### src/rtl/bus_arbiter.sv
// Shares one single-outstanding request/response bus between the fetch and data
// ports of a core. Data has priority; completed accesses are remembered until the pipeline advances.
module bus_arbiter (
    input  logic        clk,
    input  logic        rst,
    input  logic        longest_stall,

    input  logic        inst_en,
    input  logic [31:0] inst_addr,
    output logic [31:0] inst_rdata,
    output logic        inst_stall,

    input  logic        data_en,
    input  logic [31:0] data_addr,
    input  logic [3:0]  data_wen,
    input  logic [31:0] data_wdata,
    output logic [31:0] data_rdata,
    output logic        data_stall,

    output logic        bus_req,
    output logic        bus_wr,
    output logic [3:0]  bus_wstrb,
    output logic [31:0] bus_addr,
    output logic [31:0] bus_wdata,
    input  logic        bus_addr_ok,
    input  logic        bus_data_ok,
    input  logic [31:0] bus_rdata
);

    typedef enum logic [2:0] {
        IDLE,
        D_ADDR,
        D_DATA,
        I_ADDR,
        I_DATA
    } state_t;

    state_t state;
    logic   inst_done;
    logic   data_done;
    logic   inst_pend;
    logic   data_pend;

    assign inst_pend  = inst_en & ~inst_done;
    assign data_pend  = data_en & ~data_done;
    assign inst_stall = inst_pend;
    assign data_stall = data_pend;

    always_ff @(posedge clk or posedge rst) begin
        if (rst) begin
            state      <= IDLE;
            bus_req    <= 1'b0;
            bus_wr     <= 1'b0;
            bus_wstrb  <= 4'b0;
            bus_addr   <= 32'b0;
            bus_wdata  <= 32'b0;
            inst_rdata <= 32'b0;
            data_rdata <= 32'b0;
            inst_done  <= 1'b0;
            data_done  <= 1'b0;
        end else begin
            // NOTE: with non-blocking assignments the last one in the block wins, so a
            // completion below overrides this clear when both happen on the same edge.
            if (!longest_stall) begin
                inst_done <= 1'b0;
                data_done <= 1'b0;
            end

            case (state)
                IDLE: begin
                    if (data_pend) begin
                        state     <= D_ADDR;
                        bus_req   <= 1'b1;
                        bus_addr  <= data_addr;
                        bus_wr    <= |data_wen;
                        bus_wstrb <= data_wen;
                        bus_wdata <= data_wdata;
                    end else if (inst_pend) begin
                        state     <= I_ADDR;
                        bus_req   <= 1'b1;
                        bus_addr  <= inst_addr;
                        bus_wr    <= 1'b0;
                        bus_wstrb <= 4'b0;
                        bus_wdata <= 32'b0;
                    end
                end
                D_ADDR: begin
                    if (bus_addr_ok) begin
                        state   <= D_DATA;
                        bus_req <= 1'b0;
                    end
                end
                I_ADDR: begin
                    if (bus_addr_ok) begin
                        state   <= I_DATA;
                        bus_req <= 1'b0;
                    end
                end
                D_DATA: begin
                    if (bus_data_ok) begin
                        state     <= IDLE;
                        data_done <= 1'b1;
                        // Stores complete without disturbing the last loaded word.
                        if (!bus_wr) begin
                            data_rdata <= bus_rdata;
                        end
                    end
                end
                I_DATA: begin
                    if (bus_data_ok) begin
                        state      <= IDLE;
                        inst_done  <= 1'b1;
                        inst_rdata <= bus_rdata;
                    end
                end
                default: begin
                    state   <= IDLE;
                    bus_req <= 1'b0;
                end
            endcase
        end
    end

endmodule

### config.mk
export PLATFORM = sky130hd
export DESIGN_NAME = bus_arbiter
export DESIGN_NICKNAME = d
export VERILOG_FILES = /design/src/rtl/bus_arbiter.sv
export SDC_FILE = /design/constraint.sdc
export NUM_CORES = 1
export LEC_CHECK = 0
export BUFFER_PORTS_ARGS = -buffer_cell sky130_fd_sc_hd__buf_4
export CORE_AREA = 2 2 110 112
export CTS_BUF_LIST = sky130_fd_sc_hd__clkbuf_16
export DETAILED_ROUTE_END_ITERATION = 12
export DIE_AREA = 0 0 112 114
export PLACE_DENSITY = 0.83
export SKIP_LAST_GASP = 1
export SYNTH_ARGS = -nofsm -noshare
export SYNTH_HDL_FRONTEND = slang
export SYNTH_SLANG_ARGS = --single-unit
### constraint.sdc
create_clock -name clk -period 12.4 [get_ports clk]
set_input_delay 2.48 -clock clk [delete_from_list [all_inputs] [get_ports clk]]
set_output_delay 2.48 -clock clk [all_outputs]
set_load 0.1 [all_outputs]
* Word level (Yosys, flattened, before mapping)
Cells that the tools add are included.
** Word-level totals
- Register bits after elaboration :: 139
** Operators by class
- Equal/unequal tests :: 9
- Muxes and demuxes :: 24
- Bitwise gates (word level) :: 6
- Reductions and logical operators :: 10
** Operators with widths (count)
- $mux W32 :: 4
- $mux W3 :: 5
- $pmux W3 S4 :: 1
- $mux W1 :: 11
- $mux W4 :: 2
- $eq A3 B2 Y1 const B :: 2
- $reduce_and A3 Y1 :: 2
- $ne A2 B1 Y1 const B :: 2
- $ne A2 B2 Y1 const B :: 2
- $not A1 Y1 :: 4
- $reduce_and A2 Y1 :: 2
- $reduce_and A4 Y1 :: 1
- $reduce_or A2 Y1 :: 2
- $reduce_or A4 Y1 :: 1
- $eq A3 B1 Y1 const B :: 1
- $eq A3 B3 Y1 const B :: 1
- $logic_not A3 Y1 :: 1
- $ne A3 B3 Y1 const B :: 1
- $pmux W1 S3 :: 1
- $and A1 B1 Y1 :: 2
- $reduce_bool A2 Y1 :: 1

* Depth between registers and ports, before layout
Gate-level depths: netlist (run 1).
- Word-level depth :: 5
- Mapped depth :: 7
- Mapped depth without buffers :: 4

* Worst setup path after synthesis (run 1)
Ideal clock, no wire load.
- Path kind :: input -> output
- Start point :: in inst_en
- End point :: out inst_stall
- Arrival time :: 3.904 ns
- Data required time :: 9.920 ns
- Setup slack :: 6.016 ns
- Stages on the path :: 1
- Buffers on the path :: 0
- Path through :: nor2b_1
** On the way
- Longest elaborated chain between the ends :: 1
** RTL lines
- start: declaration :: RTL line 8 : input logic inst_en,
- $and A1 B1 Y1 :: RTL line 44 : assign inst_pend = inst_en & ~inst_done;
- end: declaration :: RTL line 11 : output logic inst_stall,
Every way passes these cells.

* Worst setup path in the final report (run 1)
- Start point :: in data_en
- End point :: out data_stall
** On the way
- Longest elaborated chain between the ends :: 1
** RTL lines
- start: declaration :: RTL line 13 : input logic data_en,
- $and A1 B1 Y1 :: RTL line 45 : assign data_pend = data_en & ~data_done;
- end: declaration :: RTL line 18 : output logic data_stall,
Every way passes these cells.

==> results of run 1 <==
-- state kept, by name, summed over array words and instances, names as in the netlist --
register    cells
inst_done       1
state           3
bus_req         1
bus_wr          1
data_done       1
data_rdata     32
bus_wstrb       4
inst_rdata     32
bus_wdata      32
bus_addr       32
-- layout by cell type, fill, tap and decap left out, types with 2 or more instances in the layout --
cell        instances
buf_4             279
mux2_1             42
dfrtp_1           139
clkinv_4            2
mux2_2             86
clkbuf_16          17
clkinvlp_4          4
nor2_1              3
nand2_1             6
nand2b_1            3
clkinv_2            4
inv_6               3
a22o_1             37
bufinv_16           2
o21ai_0             2
-- layer usage --
metal,GRT usage,vias up,wire length (µm)
li1,-,1853,-
met1,0.2413,2038,5019
met2,0.4036,179,7646
met3,0.06748,28,1065
met4,0.1008,0,373
met5,0,-,0
-- area by class of cell --
cell class                 count  area [µm²]  area share
sequential                   139        3478      0.4192
clock buffer                  17       425.4     0.05127
multi-input combinational    193        1953      0.2354
clock inverter                15       148.9     0.01795
inverter                       2       12.51    0.001508
timing repair buffer         279        2095      0.2525
tap                          147       183.9     0.02217
-- how the worst max path moves through the flow --
stage	slack, ns	to	start
3_5_place_dp	6.54	data_stall	data_en
4_1_cts	6.54	data_stall	data_en
5_1_grt	6.48	data_stall	data_en
3_3_place_gp	6.57	data_stall	data_en
2_1_floorplan	6.02	inst_stall	inst_en
6_report	6.54	data_stall	data_en
-- cells by family after synthesis --
group / count (synthesis)
DFF: 139
muxes: 128
AOI/OAI and AO/OA: 44
buffers and inverters: 24
and+or+nand+nor: 21
-- Yosys cell counts, drive strengths merged --
cell type,instances
or4,1
nor3,2
nand3,1
a22o,37
o32ai,1
nand2,6
a21oi,1
mux2,128
nor2,4
a221oi,1
clkbuf,3
nand2b,4
a21o,1
and2,1
inv,2
dfrtp,139
o21ai,3
nand3b,1
nor2b,1
buf,19
-- stage by stage --
stage	hold slack (ns)	instances
6_report	0.4838	792
5_1_grt	0.5037	792
2_1_floorplan	0.4395	356
4_1_cts	0.4891	792
3_5_place_dp	0.4774	760
3_3_place_gp	0.4689	760
==> impl_metrics.py, run 1 <==
metrics = {
    "sta": {
        "finalCritPeriodShare": 0.4723,
        "relSlewSlack": 0.3358,
        "maxSlewViolCount": 0,
        "finalClockSkew_ns": 0.01017,
        "finalCriticalPeriod_ns": 5.856,
        "fmax_ghz": 0.1708,
        "rsz0062_at_grt": "false",
        "hold_viol": 0,
        "fin_ws_ns": 6.544,
        "fin_tns_setup_ns": 0,
        "tightest_slew_ns": 0.9940,
        "final-setup-viol-count": 0,
    },
    "worst_setup_path": {
        "crit_path_max_fanout": 34,
        "reg2reg_from": "data_done",
        "required_ns": 9.92,
        "cp-end-kind": "primary output",
        "start_kind": "primary input",
        "ff2ff_path_depth": 6,
        "r2r_slack_ns": 10.10,
        "crit_buf_inv": 4,
        "path_cells": "buf_4 -> nand2b_1 -> buf_4 -> inv_2 -> buf_4",
        "crit_type": "in2out",
        "cp.arrival_ns": 3.38,
        "cpMostUsedCell": "buf_4",
        "slowest_stage": "buf_4",
        "critical-path-max-stage-delay_ns": 0.36,
        "cp_top_family": "buffers and inverters",
        "cp.depth": 5,
        "reg2reg_to": "bus_addr[0]",
    },
    "place": {
        "post-place-ws_ns": 6.540,
        "placed_cell_area_mm2": 0.007722,
        "globalplace.congestion": 0.8057,
        "port_buffers": 274,
        "detailed_place_hpwl_mm": 10.42,
    },
    "layout": {
        "layout-drive-gt1-share": 0.6233,
        "fill_cells": 847,
        "final_net_count": 771,
        "utilization": 0.7084,
        "syn_to_final_growth_pct": 49.79,
        "final_area_mm2": 0.008297,
        "diodes": 0,
    },
    "synthesis": {
        "synth.mux.area_fraction": 0.2602,
        "syn-num-nets": 495,
        "ys_warn_count": 0,
        "synth_compound_gate_area_share": 0.06731,
        "syn_area_per_cell_um2": 15.56,
        "yosys.area.top_type": "dfrtp_1",
        "synthAdderAreaFrac": 0,
        "ys_seq_elements": 139,
        "synth.area.top_cells": "dfrtp_1 63%, mux2_2 17%, mux2_1 8.5%",
        "synth_top_cell_area_share": 0.6280,
        "ys_seq_area_frac": 0.6280,
        "syn_area_mm2": 0.005539,
        "synth_cells": 356,
        "yosys.area_share.simple": 0.02169,
        "synthXorXnorAreaFrac": 0,
        "ys_types": 27,
        "synth_top_family_by_area": "multiplexers",
    },
    "flow_run": {
        "cap_violations": 0,
    },
    "drt": {
        "drcViolationCount": 0,
        "vias": 4098,
        "avgViaCountPerCell": 5.174,
        "wl_per_cell_um": 17.81,
        "final_antenna_net_count": 0,
        "routed_wl_mm": 14.10,
        "drt-pass1-iter-count": 4,
        "drtIter0Drc": 176,
    },
    "min_path": {
        "hold_end": "data_rdata[21]",
        "worst_hold_path.num_cells": 1,
        "hold_path_class": "reg2reg",
        "worstHoldStart": "data_rdata[21]",
    },
    "clock_tree": {
        "postCtsSetupRepairBufs": 0,
        "cts_buffers": 17,
        "clk-insertion-delay-late_ns": 0.41,
        "cts_max_level": 4,
        "cts-hold-fix-buffers": 0,
        "cts_tree": "yes",
        "clock_sinks": 139,
        "cts_root_buffer": "clkbuf_16",
        "clkTransAtPathRegs_ns": 0.06,
        "clk_path_buf_depth": 2,
        "cts_resized": 0,
    },
    "floorplanning": {
        "io_pins": 275,
        "die_area_mm2": 0.01277,
        "die_w_um": 112,
        "rows": 40,
        "chipHeight_um": 114,
        "start_util": 0.4730,
        "coreArea_mm2": 0.01171,
    },
    "status": {
        "outcome": "completed",
    },
    "global_routing": {
        "first_global_vias": 4385,
        "grt_pass1_wl_mm": 22.16,
        "grtUsageTotal": 0.2228,
        "grt_overflow_total": 0,
        "grt_max_degree": 80,
        "antenna_found_initial": 0,
    },
}
Power of run 1 is not shown: default switching activity piles up to over one toggle a cycle in this logic, so the estimate is an artifact.
==> run 2, diff against run 1 <==
--- a/config.mk
+++ b/config.mk
@@ -6,11 +6,11 @@
 export NUM_CORES = 1
 export LEC_CHECK = 0
 export BUFFER_PORTS_ARGS = -buffer_cell sky130_fd_sc_hd__buf_4
-export CORE_AREA = 2 2 110 112
+export CORE_AREA = 2 2 113 115
 export CTS_BUF_LIST = sky130_fd_sc_hd__clkbuf_16
 export DETAILED_ROUTE_END_ITERATION = 12
-export DIE_AREA = 0 0 112 114
-export PLACE_DENSITY = 0.83
+export DIE_AREA = 0 0 115 117
+export PLACE_DENSITY = 0.79
 export SKIP_LAST_GASP = 1
 export SYNTH_ARGS = -nofsm -noshare
 export SYNTH_HDL_FRONTEND = slang
==> constraint.sdc (replaced) <==
create_clock -name clk -period 5.9 [get_ports clk]
set_input_delay 1.18 -clock clk [delete_from_list [all_inputs] [get_ports clk]]
set_output_delay 1.18 -clock clk [all_outputs]
set_load 0.1 [all_outputs]
==> impl_metrics.py, run 2 (synthesis gave the netlist of run 1 again) <==
metrics = {
    "place": {
        "globalplace.congestion": 0.7801,
        "dp_cells": 763,
        "port_buffers": 274,
        "detailed_place_hpwl_mm": 10.03,
    },
    "worst_setup_path": {
        "required_ns": 4.72,
        "crit_path_max_fanout": 3,
        "cp.arrival_ns": 1.96,
        "start_kind": "primary input",
        "crit_type": "in2out",
        "cp-end-kind": "primary output",
    },
    "clock_tree": {
        "cts_tree": "yes",
        "cts_buffers": 17,
        "clk_path_buf_depth": 2,
        "cts_resized": 0,
        "cts-hold-fix-buffers": 0,
        "postCtsSetupRepairBufs": 0,
        "cts_root_buffer": "clkbuf_16",
        "clkTransAtPathRegs_ns": 0.06,
        "clk-insertion-delay-late_ns": 0.40,
        "clock_sinks": 139,
        "cts_max_level": 4,
    },
    "drt": {
        "vias": 3985,
        "final_antenna_net_count": 0,
        "drt-pass1-iter-count": 4,
        "drtIter0Drc": 178,
        "avgViaCountPerCell": 5.013,
        "routed_wl_mm": 13.64,
        "wl_per_cell_um": 17.16,
        "drcViolationCount": 0,
    },
    "min_path": {
        "hold_path_class": "reg2reg",
    },
    "layout": {
        "fill_cells": 895,
        "final_common_cell": "buf_4",
        "syn_to_final_growth_pct": 49.88,
        "final_net_count": 771,
        "diodes": 0,
        "stdcell_count": 795,
        "layout_common_cells": "279 x buf_4, 139 x dfrtp_1, 86 x mux2_2",
        "layout-drive-gt1-share": 0.6248,
        "utilization": 0.6743,
    },
    "floorplanning": {
        "start_util": 0.4499,
        "io_pins": 275,
        "chipHeight_um": 117,
        "rows": 41,
        "die_area_mm2": 0.01346,
        "die_w_um": 115,
        "coreArea_mm2": 0.01231,
    },
    "global_routing": {
        "antenna_found_initial": 0,
        "grt_pass1_wl_mm": 20.24,
        "grt_max_degree": 89,
        "grtUsageTotal": 0.1998,
        "grt_overflow_total": 0,
        "first_global_vias": 3997,
    },
    "sta": {
        "rsz0062_at_grt": "false",
        "tightest_slew_ns": 1.025,
        "finalCritPeriodShare": 0.5325,
        "hold_slack_ns": 0.4863,
        "maxSlewViolCount": 0,
        "fmax_ghz": 0.3183,
        "fin_tns_setup_ns": 0,
        "finalClockSkew_ns": 0.006511,
        "relSlewSlack": 0.3142,
        "final-setup-viol-count": 0,
        "hold_viol": 0,
        "finalCriticalPeriod_ns": 3.142,
    },
    "status": {
        "outcome": "completed",
    },
    "flow_run": {
        "cap_violations": 0,
    },
}
==> run 2: changes by cell type in the layout (fill, tap and decap cells not counted), sizes merged <==
cell    delta
clkinv     +1
inv        -1
==> run 2: final timing paths <==
check / cells after the start / slack, ns / startpoint / to
hold / removal: 1 / 0.49 / data_rdata[29] / data_rdata[29]
setup / recovery: 3 / 2.76 / inst_en / inst_stall
min in group asynchronous: 2 / 0.94 / rst / bus_addr[23]
hold reg to reg: 1 / 0.49 / data_rdata[29] / data_rdata[29]
setup reg to reg: 5 / 3.72 / data_done / bus_wdata[12]
max in group asynchronous: 3 / 3.82 / rst / bus_wstrb[1]
==> run 2: cell type report <==
type	count	area [µm²]	share of cell area
Tap cell	150	187.7	0.02261
Inverter	2	12.51	0.001507
Clock buffer	17	425.4	0.05124
Multi-Input combinational cell	193	1953	0.2353
Sequential cell	139	3478	0.4190
Timing Repair Buffer	279	2095	0.2523
Clock inverter	15	150.1	0.01809
==> run 2: stage by stage <==
stage | instance area [µm²] | setup slack, ns
after floorplan | 5539 | 0.9955
after global placement | 7726 | 2.730
after detailed placement | 7726 | 2.740
after CTS | 8302 | 2.738
after global routing | 8302 | 2.738
final | 8302 | 2.758
==> run 2: worst max-delay path, stage by stage <==
cell and delay, ns:
buf_4 0.07, nor2b_1 0.34, buf_4 0.37
==> run 2: metal layers <==
layer	routed length, µm	GRT usage	part of all wire	vias to the layer above
li1	-	-	-	1855
met1	5120	0.2303	0.38	1963
met2	7319	0.3573	0.54	152
met3	1009	0.05561	0.074	15
met4	191	0.07390	0.014	0
met5	0	0	0	-
Power of run 2 is left out for the same reason.
==> run 3, diff against run 2 <==
==> constraint.sdc (replaced) <==
create_clock -name clk -period 3 [get_ports clk]
set_input_delay 0.6 -clock clk [delete_from_list [all_inputs] [get_ports clk]]
set_output_delay 0.6 -clock clk [all_outputs]
set_load 0.1 [all_outputs]
==> impl_metrics.py, run 3 (synthesis gave the netlist of run 1 again) <==
metrics = {
    "sta": {
        "final-setup-viol-count": 0,
        "fin_tns_setup_ns": 0,
        "tightest_slew_ns": 0.5318,
        "fmax_ghz": 0.4699,
        "maxSlewViolCount": 0,
        "hold_viol": 0,
        "finalCriticalPeriod_ns": 2.128,
        "finalClockSkew_ns": 0.01079,
        "rsz0062_at_grt": "false",
        "relSlewSlack": 0.6455,
        "finalCritPeriodShare": 0.7094,
    },
    "clock_tree": {
        "cts-hold-fix-buffers": 0,
        "postCtsSetupRepairBufs": 0,
        "cts_buffers": 17,
        "cts_root_buffer": "clkbuf_16",
        "cts_resized": 0,
        "clk_path_buf_depth": 2,
        "clkTransAtPathRegs_ns": 0.06,
        "cts_tree": "yes",
        "clk-insertion-delay-late_ns": 0.41,
        "clock_sinks": 139,
        "cts_max_level": 4,
    },
    "drt": {
        "drtIter0Drc": 189,
        "drt-pass1-iter-count": 5,
        "final_antenna_net_count": 0,
        "wl_per_cell_um": 17.45,
        "vias": 4065,
        "drcViolationCount": 0,
        "avgViaCountPerCell": 5.088,
        "routed_wl_mm": 13.94,
    },
    "worst_setup_path": {
        "cpMostUsedCell": "buf_4",
        "cp.arrival_ns": 1.53,
        "r2r_slack_ns": 1.12,
        "cp_top_family": "buffers and inverters",
        "cp.depth": 4,
        "critical-path-max-stage-delay_ns": 0.37,
        "crit_path_max_fanout": 12,
        "crit_buf_inv": 3,
        "start_kind": "register",
        "required_ns": 2.40,
        "ff2ff_path_depth": 6,
        "slowest_stage": "dfrtp_1",
        "crit_type": "reg2out",
        "cp-end-kind": "primary output",
        "path_cells": "nand2b_1 -> buf_4 -> inv_2 -> buf_4",
    },
    "layout": {
        "diodes": 0,
        "fill_cells": 902,
        "syn_to_final_growth_pct": 51.28,
        "multi_input_area_mm2": 0.001953,
        "regArea_mm2": 0.003478,
        "final_common_cell": "buf_4",
        "layout-drive-gt1-share": 0.6271,
        "final_net_count": 775,
        "layout_common_cells": "282 x buf_4, 139 x dfrtp_1, 86 x mux2_2",
    },
    "global_routing": {
        "grtUsageTotal": 0.2011,
        "grt_pass1_wl_mm": 20.63,
        "antenna_found_initial": 0,
        "first_global_vias": 4036,
        "grt_max_degree": 105,
        "grt_overflow_total": 0,
    },
    "floorplanning": {
        "coreArea_mm2": 0.01231,
        "io_pins": 275,
        "die_w_um": 115,
        "start_util": 0.4499,
        "die_area_mm2": 0.01346,
        "rows": 41,
        "chipHeight_um": 117,
    },
    "status": {
        "outcome": "completed",
    },
    "place": {
        "port_buffers": 274,
        "detailed_place_hpwl_mm": 10.33,
        "globalplace.congestion": 0.7836,
    },
    "min_path": {
        "hold_path_class": "in2async",
    },
    "flow_run": {
        "cap_violations": 0,
    },
}
run 3: worst paths after layout:
path,from,end
setup reg to reg,data_done,bus_addr[2]
setup / recovery,data_done,data_stall
max in group asynchronous,rst,inst_rdata[15]
hold reg to reg,data_done,data_done
min in group clk,data_wdata[14],bus_wdata[14]
hold / removal,rst,bus_addr[21]
run 3: cell type report:
type / count / share of cell area
Sequential cell: 139 / 0.4151
Tap cell: 150 / 0.02240
Timing Repair Buffer: 283 / 0.2550
Inverter: 2 / 0.001344
Clock buffer: 17 / 0.05077
Clock inverter: 15 / 0.02225
Multi-Input combinational cell: 193 / 0.2331
run 3: worst register-to-register path, stage by stage (launching register included):
cell and delay, ns:
dfrtp_1 0.33, nand2b_1 0.12, buf_4 0.21, inv_2 0.09, o21ai_4 0.15, buf_4 0.46, mux2_2 0.41
run 3: metal layers:
metal	GRT usage	up-vias	wire length, µm
met5	0	-	0
li1	-	1852	-
met2	0.3612	167	7459
met1	0.2283	2017	5094
met3	0.04737	29	952
met4	0.09317	0	436
run 3: per-stage QoR:
| step | hold WS (ns) | cell area, µm² | instances | utilization | setup slack [ns] |
|---|---|---|---|---|---|
| 6_report | 0.3692 | 8379 | 799 | 0.6806 | 0.8717 |
| 5_1_grt | 0.3940 | 8379 | 799 | 0.6806 | 0.7946 |
| 4_1_cts | 0.3748 | 8379 | 799 | 0.6806 | 0.8460 |
| 3_5_place_dp | 0.4632 | 7767 | 767 | 0.6309 | 0.7715 |
| 3_3_place_gp | 0.4693 | 7767 | 767 | 0.6309 | 0.8219 |
| 2_1_floorplan | 0.4395 | 5543 | 356 | - | 0.04553 |
Power of run 3 is left out for the same reason.
